--- src/rtl/joystick_serializer_if.sv ---
// ---------------------------------------------------------------------------
// joystick_serializer_if
//
// Two-wire joystick shift-register link between a host-side poller and the
// responder that emulates the 16-bit PISO chain.
//
//   joyCk  poller -> responder   serial clock (data advances on its fall)
//   joyLd  poller -> responder   active-low parallel load
//   joyS   poller -> responder   chain select, active-high
//   joyD   responder -> poller   serial data, active-low buttons
//
// master : poller side
// slave  : responder side
// ---------------------------------------------------------------------------
interface joystick_serializer_if;
    logic joyCk;
    logic joyLd;
    logic joyS;
    logic joyD;

    modport master (
        output joyCk,
        output joyLd,
        output joyS,
        input  joyD
    );

    modport slave (
        input  joyCk,
        input  joyLd,
        input  joyS,
        output joyD
    );
endinterface

--- src/rtl/joystick_serializer.sv ---
// ---------------------------------------------------------------------------
// joystick_serializer
//
// Responder end of the two-wire joystick link. Emulates a 16-bit
// parallel-in/serial-out chain so a remote poller clocking joyCk/joyLd
// reconstructs the two joystick states presented on joy1/joy2.
//
// Ports
//   clock      system clock, all logic on its rising edge
//   reset      synchronous, active-high
//   link       slave side of the serial link (joyCk, joyLd, joyS in; joyD out)
//   joy1       joystick 1: bit0 right, 1 left, 2 down, 3 up, 4 fire1,
//              5 fire2; 1 = pressed; bits 7:6 ignored
//   joy2       joystick 2, same layout
//   frameDone  one-clock pulse when the 16th shift after a load happens
//
// Parameter
//   SYNC       synchronizer depth on joyCk/joyLd/joyS, 2..3
//
// Pin edge to joyD update is SYNC+1 clocks: SYNC flops to synchronize, then
// joyD is registered from the next-state shift register in the same clock
// that sr loads or shifts.
// ---------------------------------------------------------------------------
module joystick_serializer #(
    parameter int SYNC = 2
) (
    input  logic                        clock,
    input  logic                        reset,
    joystick_serializer_if.slave        link,
    input  logic [7:0]                  joy1,
    input  logic [7:0]                  joy2,
    output logic                        frameDone
);

    localparam logic [4:0] CNT_FULL = 5'd16;

    // Serial frame word, bit n = t-bit n (t0 shifted out first). Buttons are
    // sent inverted; t0/t1 and t8/t9 are marker bits held high.
    function automatic logic [15:0] load_word(input logic [7:0] j1,
                                              input logic [7:0] j2);
        load_word = {~j1[3], ~j1[2], ~j1[1], ~j1[0], ~j1[4], ~j1[5], 2'b11,
                     ~j2[3], ~j2[2], ~j2[1], ~j2[0], ~j2[4], ~j2[5], 2'b11};
    endfunction

    logic [SYNC-1:0] r_ck_sync;
    logic [SYNC-1:0] r_ld_sync;
    logic [SYNC-1:0] r_s_sync;
    logic            r_ck_hist;
    logic [15:0]     r_sr;
    logic [4:0]      r_cnt;
    logic            r_joyD;
    logic            r_frameDone;

    logic            w_ck;
    logic            w_ld_n;
    logic            w_sel;
    logic            w_load;
    logic            w_shift;
    logic [15:0]     w_sr_next;
    logic [4:0]      w_cnt_next;
    logic            w_done;
    logic            w_unused;

    assign w_unused = ^{joy1[7:6], joy2[7:6]};

    assign w_ck   = r_ck_sync[SYNC-1];
    assign w_ld_n = r_ld_sync[SYNC-1];
    assign w_sel  = r_s_sync[SYNC-1];

    // Load is level-sensitive and overrides any clock edge. Once the counter
    // has saturated (overrun or after reset) the chain is frozen until the
    // next load; sr is all ones by then so joyD stays high either way.
    assign w_load  = ~w_ld_n;
    assign w_shift = r_ck_hist & ~w_ck & w_ld_n & (r_cnt != CNT_FULL);
    assign w_done  = w_shift & (r_cnt == 5'd15);

    always_comb begin
        w_sr_next  = r_sr;
        w_cnt_next = r_cnt;
        if (w_load) begin
            w_sr_next  = load_word(joy1, joy2);
            w_cnt_next = 5'd0;
        end else if (w_shift) begin
            w_sr_next  = {1'b1, r_sr[15:1]};
            w_cnt_next = r_cnt + 5'd1;
        end
    end

    always_ff @(posedge clock) begin
        if (reset) begin
            r_ck_sync   <= '0;
            r_ld_sync   <= '1;
            r_s_sync    <= '1;
            r_ck_hist   <= 1'b0;
            r_sr        <= 16'hFFFF;
            r_cnt       <= CNT_FULL;
            r_joyD      <= 1'b1;
            r_frameDone <= 1'b0;
        end else begin
            // ---- synchronizer stage ----
            r_ck_sync   <= {r_ck_sync[SYNC-2:0], link.joyCk};
            r_ld_sync   <= {r_ld_sync[SYNC-2:0], link.joyLd};
            r_s_sync    <= {r_s_sync[SYNC-2:0], link.joyS};
            r_ck_hist   <= w_ck;
            // ---- chain / output stage ----
            r_sr        <= w_sr_next;
            r_cnt       <= w_cnt_next;
            r_joyD      <= w_sel ? w_sr_next[0] : 1'b1;
            r_frameDone <= w_done;
        end
    end

    assign link.joyD = r_joyD;
    assign frameDone = r_frameDone;

endmodule

--- src/flat_wrapper.sv ---
// flat-port wrapper written by rule: the top's interface ports become plain ports
module joystick_serializer_flat 
#(
    parameter int SYNC = 2
)
  (clock, reset, joy1, joy2, frameDone, link_joyCk, link_joyLd, link_joyS, link_joyD);
  joystick_serializer_if link_i ();
  input  logic clock;
  input  logic reset;
  input  logic [7:0] joy1;
  input  logic [7:0] joy2;
  output logic frameDone;
  input wire logic [$bits(link_i.joyCk)-1:0] link_joyCk;
  input wire logic [$bits(link_i.joyLd)-1:0] link_joyLd;
  input wire logic [$bits(link_i.joyS)-1:0] link_joyS;
  output wire logic [$bits(link_i.joyD)-1:0] link_joyD;
  assign link_i.joyCk = link_joyCk;
  assign link_i.joyLd = link_joyLd;
  assign link_i.joyS = link_joyS;
  assign link_joyD = link_i.joyD;
  joystick_serializer #(.SYNC(SYNC)) u_core (.clock(clock), .reset(reset), .link(link_i), .joy1(joy1), .joy2(joy2), .frameDone(frameDone));
endmodule
--- config.mk ---
export PLATFORM = sky130hd
export DESIGN_NAME = joystick_serializer_flat
export DESIGN_NICKNAME = d
export VERILOG_FILES = /design/src/rtl/joystick_serializer_if.sv /design/src/rtl/joystick_serializer.sv /design/src/flat_wrapper.sv
export SDC_FILE = /design/constraint.sdc
export NUM_CORES = 1
export LEC_CHECK = 0
export CORE_ASPECT_RATIO = 0.5
export CORE_UTILIZATION = 40
export CTS_CLUSTER_SIZE = 40
export DETAILED_ROUTE_END_ITERATION = 7
export PLACE_DENSITY_LB_ADDON = 0.3
export SETUP_SLACK_MARGIN = 0.1
export SLEW_MARGIN = 20
export SYNTH_ARGS = -nofsm -noshare
export SYNTH_HDL_FRONTEND = slang
export SYNTH_SLANG_ARGS = --single-unit
--- constraint.sdc ---
create_clock -name clock -period 3.7 [get_ports clock]
set_input_delay 0.74 -clock clock [delete_from_list [all_inputs] [get_ports clock]]
set_output_delay 0.74 -clock clock [all_outputs]
set_load 0.02 [all_outputs]
==> out/metrics.cfg <==
[routing]
viasPerCell = 5.42
totalWireLength_um = 2510
drtPass1Iterations = 4
wl_per_cell_um = 12.5
remaining_drc_errors = 0
drt_iter0_markers = 43
vias = 1089
drtAntennaViolNets = 0

[pwr]
p_per_area_nw_per_um2 = 407
leakage_nw = 0.566
ir_drop_uv = 230

[critical_path]
regToRegEndpoint = u_core.r_sr[2]
cp.arrival_ns = 2.26
reg2reg_slack_ns = 1.70
startpoint_type = input pin
crit_path_end_kind = register
reg2reg_depth = 5
worstPathRequired_ns = 3.86
timing.rr.start = u_core.r_cnt[0]
worstSetupPathType = in -> reg
path_max_fanout = 22

[timing]
drv_slew = 0
finalCritPeriodShare = 0.567
fin_setup_tns_ns = 0
finClkSkew_ns = 0.00414
hold_viol = 0
slew_headroom = 0.517
clock.fmax_mhz = 477
period_minus_slack_ns = 2.10
rsz0062_at_grt = false
setup_viol = 0
worst_slew_pin_slew_ns = 0.723

[global_routing]
antenna_found_initial = 0
grt_start_max_net_pins = 24
grt-busiest-layer = met2
grtUsageMet2 = 0.265
grt_remaining_overflow = 0
met1_usage = 0.204
grt_pass1_vias = 1033
grt_pass1_wl_um = 4490
grt_usage = 0.163
met3_usage = 0.0584

[floorplan]
core_um2 = 3080
die_height_um = 42.9
io_pins = 23
die_x_um = 83.7
die-area_um2 = 3590
initial_utilization = 0.433
rows = 14

[clock_network]
cts_tree = built
clk_path_buf_depth = 2
ctsHoldBuffers = 0
htreeDepth = 2
cts_resized = 0
clock_latency_ns = 0.27
path_clk_slew_ns = 0.06
cts-buffers-inserted = 5
cts_root_buf = clkbuf_8
cts_setup_buffers = 0
cts_sinks = 30

[worst_hold_path]
holdPathEnd = u_core.link.joyD
hold_class = reg -> reg
min-delay-start = u_core.r_s_sync[1]
holdPathStages = 1

[cells_and_area]
regArea_um2 = 601
multi_input_comb_area_um2 = 638
diodes = 0
drive_gt1_frac = 0.112
synthToLayoutAreaGrowth_pct = 19.6
nNetsFinal = 184
fillers = 308
finish.utilization = 0.518

[placement]
portBuffers = 18
dpl.hpwl_um = 1620
place_congestion = 0.703

[yosys]
synth.avg_cell_area_um2 = 9.09
synth_warnings = 0
syn_nets = 171
synth-simple-area-share = 0.283
synth_xor_xnor_area_share = 0
synth_mux_area_frac = 0
syn-cell-area_um2 = 1340
syn_inst = 147
synth.distinct_cells = 35
synth-compound-area-share = 0.167
synth_top_family_by_area = simple AND/OR/NAND/NOR gates
ys_ff_latch = 30
yosysSeqAreaShare = 0.449
yosys.area_share.adder = 0.0281

[run]
max_cap_violations = 0

[run_status]
run_status = complete, no violations

[metal layers]
metal | wire (um) | vias to the layer above | part of all wire
met5 | 0 | - | 0
met4 | 8 | 0 | 0.0032
met3 | 168 | 2 | 0.067
met2 | 1160 | 26 | 0.46
met1 | 1180 | 506 | 0.47
li1 | - | 555 | -
[how the worst max path moves through the flow]
stage,from,to,slack (ns)
after floorplan,reset,u_core.r_sr[6],2.06
after global placement,reset,u_core.r_sr[5],1.32
after detailed placement,reset,u_core.r_sr[5],1.32
after CTS,reset,u_core.r_sr[5],1.60
after global routing,u_core.r_cnt[0],u_core.r_sr[2],1.51
final,reset,u_core.r_sr[5],1.60
[cells in the final DEF (no fill, tap or decap), types with 2 or more instances in the layout]
cell	netlist	layout
dfxtp_1	30	30
clkdlybuf4s50_1	0	18
nand3_1	15	15
nor3b_1	12	12
o21ai_0	11	11
inv_1	8	8
a21oi_1	7	7
a211oi_1	7	7
clkbuf_8	0	6
nor3_1	5	5
or2_2	4	4
nor2b_1	4	4
nor2_1	3	3
o311a_1	3	3
ha_1	3	3
or3b_2	2	2
nand2_1	2	2
a2111oi_0	2	2
nand2b_1	2	2
[report_power, final]
part	internal, mW	switching, mW	leakage, nW
logic	0.0276	0.0227	0.273
clock network	0.150	0.113	0.0482
registers	0.332	0.00515	0.245
[logic make-up after synthesis]
logic type	count (synthesis)
buffers and inverters	21
and+or+nand+nor	59
DFF	30
AOI/OAI and AO/OA	34
adders and majority gates	3
[final cells by class]
type	count	share of cell area
Clock inverter	1	0.00313
Sequential cell	30	0.376
Clock buffer	7	0.0540
Timing Repair Buffer	19	0.117
Tap cell	40	0.0313
Multi-Input combinational cell	96	0.399
Inverter	8	0.0188
[critical path, cell delays in order]
cell and delay, ns:
clkdlybuf4s50_1 0.63, buf_4 0.32, nor3b_1 0.28, o21ai_0 0.14, o311a_1 0.14
[synthesized netlist by cell type (all sizes together)]
library cell,number,area share
dfxtp,30,0.45
nand3,15,0.056
nor3b,12,0.067
o21ai,11,0.041
buf,9,0.038
inv,8,0.022
a211oi,7,0.039
a21oi,7,0.026
nor3,5,0.019
clkbuf,4,0.012
nor2b,4,0.019
or2,4,0.019
ha,3,0.028
nand2b,3,0.020
nor2,3,0.0084
o311a,3,0.022
a2111oi,2,0.013
and3,2,0.010
nand2,2,0.0056
or3b,2,0.013
a21boi,1,0.0056
a221oi,1,0.0066
a31o,1,0.0066
and2b,1,0.0056
and4bb,1,0.012
nand4,1,0.0047
nand4bb,1,0.0084
nor4,1,0.0047
o21bai,1,0.0056
or3,1,0.0047
or4,1,0.0056
[flip-flops by register name (all words and copies together), names as in the netlist]
| signal | flops |
|---|---|
| u_core.frameDone | 1 |
| u_core.link.joyD | 1 |
| u_core.r_ck_hist | 1 |
| u_core.r_ck_sync | 2 |
| u_core.r_cnt | 5 |
| u_core.r_ld_sync | 2 |
| u_core.r_s_sync | 2 |
| u_core.r_sr | 16 |
[metrics by stage]
| step | cell area (um^2) | std cells | hold WS, ns | setup WS, ns | total power, mW |
|---|---|---|---|---|---|
| finish | 1600 | 201 | 0.379 | 1.60 | 0.650 |
| global route | 1600 | 201 | 0.401 | 1.51 | 0.678 |
| CTS | 1600 | 201 | 0.381 | 1.60 | 0.658 |
| detailed placement | 1510 | 193 | 0.367 | 1.32 | 0.395 |
| global placement | 1510 | 193 | 0.370 | 1.32 | 0.394 |
| floorplan | 1340 | 147 | 0.356 | 2.06 | 0.374 |
Note: power is estimated with default switching activity, not from simulation.
